`src/rtl/uart_tx_sched.sv`:
```
// Round-robin scheduler sharing one uart_core transmitter among NREQ byte sources.
// Optional UART_SCHED_PRIO0_EN: requester 0 gets strict priority over the round-robin group.
module uart_tx_sched #(
   parameter int NREQ        = 4,
   parameter int GAP_CYC     = 2,
   parameter int ACK_TIMEOUT = 8,
   parameter int IDW         = $clog2(NREQ)
) (
   input  logic              clk,
   input  logic              rst_n,
   input  logic [NREQ-1:0]   req_valid,
   input  logic [8*NREQ-1:0] req_data,
   output logic [NREQ-1:0]   req_ready,
   output logic [7:0]        core_tx_data,
   output logic              core_tx_req,
   input  logic              core_tx_busy,
   output logic              grant_active,
   output logic [IDW-1:0]    grant_id,
   output logic              err_noack,
   input  logic              err_clr
);

   // state     | meaning
   // S_IDLE    | waiting for a valid requester with the core idle
   // S_ISSUE   | one-cycle tx_req strobe and ready pulse to the winner
   // S_WAIT_BUSY | waiting for the core to acknowledge with tx_busy
   // S_WAIT_DONE | frame in flight, waiting for tx_busy to fall
   // S_GAP     | forced idle between frames
   localparam logic [2:0] S_IDLE      = 3'd0;
   localparam logic [2:0] S_ISSUE     = 3'd1;
   localparam logic [2:0] S_WAIT_BUSY = 3'd2;
   localparam logic [2:0] S_WAIT_DONE = 3'd3;
   localparam logic [2:0] S_GAP       = 3'd4;

   localparam logic [2:0]     S_AFTER  = (GAP_CYC > 0) ? S_GAP : S_IDLE;
   localparam int             ACW      = $clog2(ACK_TIMEOUT + 1);
   localparam int             GCW      = $clog2(GAP_CYC + 2);
   localparam logic [ACW-1:0] ACK_LOAD = ACW'(ACK_TIMEOUT - 1);
   localparam logic [GCW-1:0] GAP_LOAD = GCW'((GAP_CYC > 0) ? GAP_CYC - 1 : 0);

   logic [2:0]     state, state_nx;
   logic [IDW-1:0] rr_ptr, pick_id, cand;
   logic           pick_ok;
   logic           noack_set;
   logic [ACW-1:0] ack_cnt;
   logic [GCW-1:0] gap_cnt;

   function automatic logic [IDW-1:0] wrap_add(input logic [IDW-1:0] base, input int offs);
      int sum;
      sum = int'(base) + offs;
      if (sum >= NREQ) sum = sum - NREQ;
      return IDW'(sum);
   endfunction

   // First valid requester searching upward from rr_ptr with wrap.
   always_comb begin
      pick_ok = 1'b0;
      pick_id = '0;
      cand    = '0;
      for (int k = 0; k < NREQ; k++) begin
         cand = wrap_add(rr_ptr, k);
         if (!pick_ok && req_valid[cand]) begin
            pick_ok = 1'b1;
            pick_id = cand;
         end
      end
`ifdef UART_SCHED_PRIO0_EN
      if (req_valid[0]) begin
         pick_ok = 1'b1;
         pick_id = '0;
      end
`endif
   end

   always_comb begin
      state_nx  = state;
      noack_set = 1'b0;
      case (state)
         S_IDLE:      if (pick_ok && !core_tx_busy) state_nx = S_ISSUE;
         S_ISSUE:     state_nx = S_WAIT_BUSY;
         S_WAIT_BUSY: begin
            if (core_tx_busy) begin
               state_nx = S_WAIT_DONE;
            end else if (ack_cnt == '0) begin
               noack_set = 1'b1;
               state_nx  = S_AFTER;
            end
         end
         S_WAIT_DONE: if (!core_tx_busy) state_nx = S_AFTER;
         S_GAP:       if (gap_cnt == '0) state_nx = S_IDLE;
         default:     state_nx = S_IDLE;
      endcase
   end

   // Strobes and grant flag are registered from the next state so they leave flops cleanly.
   always_ff @(posedge clk or negedge rst_n) begin
      if (!rst_n) begin
         state        <= S_IDLE;
         rr_ptr       <= '0;
         req_ready    <= '0;
         core_tx_req  <= 1'b0;
         core_tx_data <= '0;
         grant_active <= 1'b0;
         grant_id     <= '0;
         err_noack    <= 1'b0;
         ack_cnt      <= '0;
         gap_cnt      <= '0;
      end else begin
         state        <= state_nx;
         core_tx_req  <= (state_nx == S_ISSUE);
         req_ready    <= (state_nx == S_ISSUE) ? (NREQ'(1) << pick_id) : '0;
         grant_active <= (state_nx == S_ISSUE) || (state_nx == S_WAIT_BUSY) ||
                         (state_nx == S_WAIT_DONE);
         err_noack    <= noack_set | (err_noack & ~err_clr);

         if (state == S_IDLE && state_nx == S_ISSUE) begin
            core_tx_data <= req_data[8*pick_id +: 8];
            grant_id     <= pick_id;
         end

         if (state == S_ISSUE) begin
            ack_cnt <= ACK_LOAD;
`ifdef UART_SCHED_PRIO0_EN
            if (grant_id != '0) rr_ptr <= wrap_add(grant_id, 1);
`else
            rr_ptr <= wrap_add(grant_id, 1);
`endif
         end else if (state == S_WAIT_BUSY && ack_cnt != '0) begin
            ack_cnt <= ack_cnt - 1'b1;
         end

         if (state_nx == S_GAP && state != S_GAP) begin
            gap_cnt <= GAP_LOAD;
         end else if (state == S_GAP && gap_cnt != '0) begin
            gap_cnt <= gap_cnt - 1'b1;
         end
      end
   end

endmodule

```
`config.mk`:
```
export PLATFORM = sky130hd
export DESIGN_NAME = uart_tx_sched
export DESIGN_NICKNAME = d
export VERILOG_FILES = /design/src/rtl/uart_tx_sched.sv
export SDC_FILE = /design/constraint.sdc
export NUM_CORES = 1
export LEC_CHECK = 0
export ABC_CLOCK_PERIOD_IN_PS = 2600
export BUFFER_PORTS_ARGS = -buffer_cell sky130_fd_sc_hd__buf_4
export CAP_MARGIN = 20
export CORE_UTILIZATION = 50
export DETAILED_ROUTE_END_ITERATION = 16
export PLACE_DENSITY = 0.81
export SLEW_MARGIN = 10
export SYNTH_ARGS = -nofsm -noshare
export SYNTH_HDL_FRONTEND = slang
export SYNTH_SLANG_ARGS = --single-unit
```
`constraint.sdc`:
```
create_clock -name clk -period 2.6 [get_ports clk]
set_input_delay 0.26 -clock clk [delete_from_list [all_inputs] [get_ports clk]]
set_output_delay 0.26 -clock clk [all_outputs]
set_load 0.01 [all_outputs]
```
==> flow_metrics.tcl <==
set metrics [dict create \
    setup-violations-final 0 \
    dr_total_vias 1381 \
    numCtsBuffers 3 \
    syn-mean-instance-area_um2 9.86 \
    drt_wl_total_um 3390 \
    cts-htree-levels 1 \
    slew_headroom_pct 50.0 \
    die_span_x_um 57.3 \
    first_pass_grt_wire_length_um 5790 \
    hp-class "in -> reg" \
    critical_path_class "reg -> reg" \
    gpl.final_weighted_congestion 0.758 \
    failed_checks "design-rule violations" \
    number_of_antenna_violations_at_the_first_check_in_global_routing 0 \
    drv.max_cap_violation_count 0 \
    first_global_vias 1385 \
    vdd.ir_drop.worst_v 0.000453 \
    synth-main-ff-cell "dfrtp_1" \
    nNetsFinal 254 \
    post-cts-setup-buffer-count 0 \
    status "complete, but fails checks" \
    drt-wirelength-per-cell_um 14.0 \
    timing_worst_slew_pin_value_ns 0.750 \
    synth_sequential_area_ratio_pct 45.8 \
    endpoint_kind "register" \
    ios 57 \
    layout-drive-gt1-share_pct 35.5 \
    ant_nets 0 \
    grt_busiest_layer "met2" \
    final.period_utilization_pct 71.1 \
    multiInputGateArea_um2 744 \
    count_of_inserted_antenna_diode_cells 0 \
    gr-usage-all-layers_pct 23.0 \
    finalHoldViolations 0 \
    synth.top_cells.by_area "dfrtp_1, o221ai_2, mux2i_1, nand2_1, a22oi_1" \
    gr-total-overflow 0 \
    grtUsageMet1_pct 27.1 \
    clock.fmax_mhz 541 \
    die_y_um 57.3 \
    initialDrtViolationCount 78 \
    period_needed_ns 1.85 \
    die_area_um2 3280 \
    synth_fp_nets 197 \
    synth_warnings 0 \
    core.rowCount 19 \
    crit_path_start_kind "register" \
    detail_route.first_pass.iterations 10 \
    postSynthCellCount 155 \
    portBuffers 56 \
    critical_path_peak_fanout 18 \
    power_leakage_nw 0.984 \
    clk-insertion-delay-late_ns 0.34 \
    num-fill-cells 202 \
    placed_cells_incl_taps 237 \
    fin_skew_ns 0.00756 \
    sequential_cell_area_um2 701 \
    worst_ep_required_time_ns 2.86 \
    clk_root_buffer_cell "clkbuf_4" \
    final_standard_cell_count_with_taps_included_and_fillers_excluded 242 \
    synth-edff-count 0 \
    yosys.area.top_type_share_pct 45.8 \
    yosysMostFrequentCell "dfrtp_1" \
    grtUsageMet2_pct 41.2 \
    yosysUniqueCellTypes 33 \
    clk_pin_slew_ns 0.15 \
    synth-async-reset-ratio_pct 100 \
    power_density_nw_per_um2 971 \
    critPathArrivalTime_ns 2.11 \
    yosysTopAreaCell "dfrtp_1" \
    use_met3_pct 2.72 \
    place_hpwl_um 2600 \
    syn_area_um2 1530 \
    synthToLayoutAreaGrowth_pct 32.6 \
    drc_errors 1 \
    number_of_buffers_on_the_longest_clock_path 2 \
    largest_net_degree_at_the_start_of_global_routing 29 \
    starting_utilization_of_the_core_area_pct 54.0 \
    postSynthRegisterBits 28 \
    synth_common_cells "dfrtp_1, nand2_1, nor2_1" \
    core-area_um2 2830 \
    setup_total_negative_slack_ns 0 \
    clock_tree_from_tritoncts "yes" \
    slew_viol_final 0 \
    clock-sinks 28 \
    vias_per_cell 5.71 \
    rsz0062_at_grt "false" \
]
metrics by stage:
step / setup WS (ns) / total power [mW] / hold WS, ns / area, µm² / util (%)
6_report: 0.752 / 1.97 / 0.0786 / 2030 / 71.6
2_1_floorplan: 1.03 / 1.37 / -0.0356 / 1530 / -
3_5_place_dp: 0.758 / 1.70 / 0.203 / 1960 / 69.4
4_1_cts: 0.737 / 1.99 / 0.0722 / 2030 / 71.6
3_3_place_gp: 0.838 / 1.66 / 0.195 / 1960 / 69.4
5_1_grt: 0.611 / 2.12 / 0.0687 / 2030 / 71.6
per-layer routing:
metal,routed length [µm],vias up
met5,0,-
met3,140,8
li1,-,666
met1,1410,655
met2,1770,52
met4,65,0
flip-flops by register name (all words and copies together) (netlist names):
signal / flops
grant_active: 1
state: 3
err_noack: 1
ack_cnt: 4
rr_ptr: 2
grant_id: 2
gap_cnt: 2
core_tx_data: 8
core_tx_req: 1
req_ready: 4
repair_timing:
| action | in CTS | in global routing |
|---|---|---|
| hold buffers | 1 | 0 |
| hold endpoints to repair | 28 | 0 |
| resized for setup | 0 | 0 |
critical path: stages, from the launching register on:
cell and delay, ns:
dfrtp_1 0.53, nor2_1 0.17, o21ai_2 0.07, or3_1 0.35
buf_4 0.23, inv_1 0.14, nand2_1 0.09, o221ai_1 0.19
worst paths after layout:
check | slack, ns | cells after the start | from | endpoint
setup / recovery | 0.75 | 7 | state[0] | core_tx_data[7]
hold / removal | 0.08 | 2 | err_clr | err_noack
setup reg to reg | 0.75 | 7 | state[0] | core_tx_data[7]
hold reg to reg | 0.52 | 2 | core_tx_data[7] | core_tx_data[7]
max in group asynchronous | 1.98 | 2 | rst_n | core_tx_data[6]
min in group asynchronous | 0.36 | 2 | rst_n | core_tx_data[3]
report_power, final:
group | leakage (nW) | switching, mW | internal [mW]
registers | 0.344 | 0.186 | 0.600
logic | 0.612 | 0.440 | 0.454
clock network | 0.0279 | 0.131 | 0.156
total | 0.984 | 0.758 | 1.21
area by class of cell:
| type | count | area share (%) |
|---|---|---|
| timing repair buffer | 59 | 22.0 |
| inverter | 12 | 2.22 |
| clock inverter | 1 | 1.48 |
| tap | 31 | 1.91 |
| clock buffer | 3 | 1.11 |
| sequential | 28 | 34.6 |
| multi-input combinational | 108 | 36.7 |
cells in the final DEF (no fill, tap or decap):
cell | synthesis | final
a211oi_2 | 0 | 1
a21oi_1 | 10 | 10
a221oi_1 | 1 | 1
a22oi_1 | 7 | 7
a311oi_1 | 1 | 1
and2_1 | 2 | 2
and2b_1 | 1 | 1
buf_4 | 0 | 58
bufinv_16 | 0 | 1
clkbuf_4 | 0 | 3
dfrtp_1 | 28 | 28
dlygate4sd3_1 | 0 | 1
ha_1 | 2 | 2
inv_1 | 12 | 12
mux2_2 | 1 | 1
mux2i_1 | 9 | 9
nand2_1 | 19 | 19
nand2b_1 | 6 | 6
nor2_1 | 13 | 13
nor2b_1 | 2 | 2
nor3b_1 | 2 | 2
nor4_1 | 2 | 2
o21ai_0 | 6 | 6
o21ai_2 | 1 | 1
o221ai_1 | 2 | 2
o221ai_2 | 7 | 7
o22a_1 | 2 | 2
o22ai_1 | 2 | 2
o41a_1 | 2 | 2
or2_1 | 1 | 1
or2_2 | 2 | 2
or3_1 | 1 | 1
or3_4 | 1 | 1
xnor2_1 | 2 | 2
cells by family (layout without fill, tap and decap cells):
| kind of cell | after synthesis | in the layout | share of synthesized area (%) |
|---|---|---|---|
| DFF | 28 | 28 | 45.8 |
| AOI/OAI and AO/OA | 42 | 42 | 22.3 |
| xor gates and xnor gates | 2 | 2 | 1.15 |
| and+or+nand+nor | 52 | 52 | 16.6 |
| buffers and inverters | 19 | 75 | 5.81 |
| adders and majority gates | 2 | 2 | 1.64 |
| muxes | 10 | 10 | 6.63 |
Note: power is estimated with default switching activity, not from simulation.
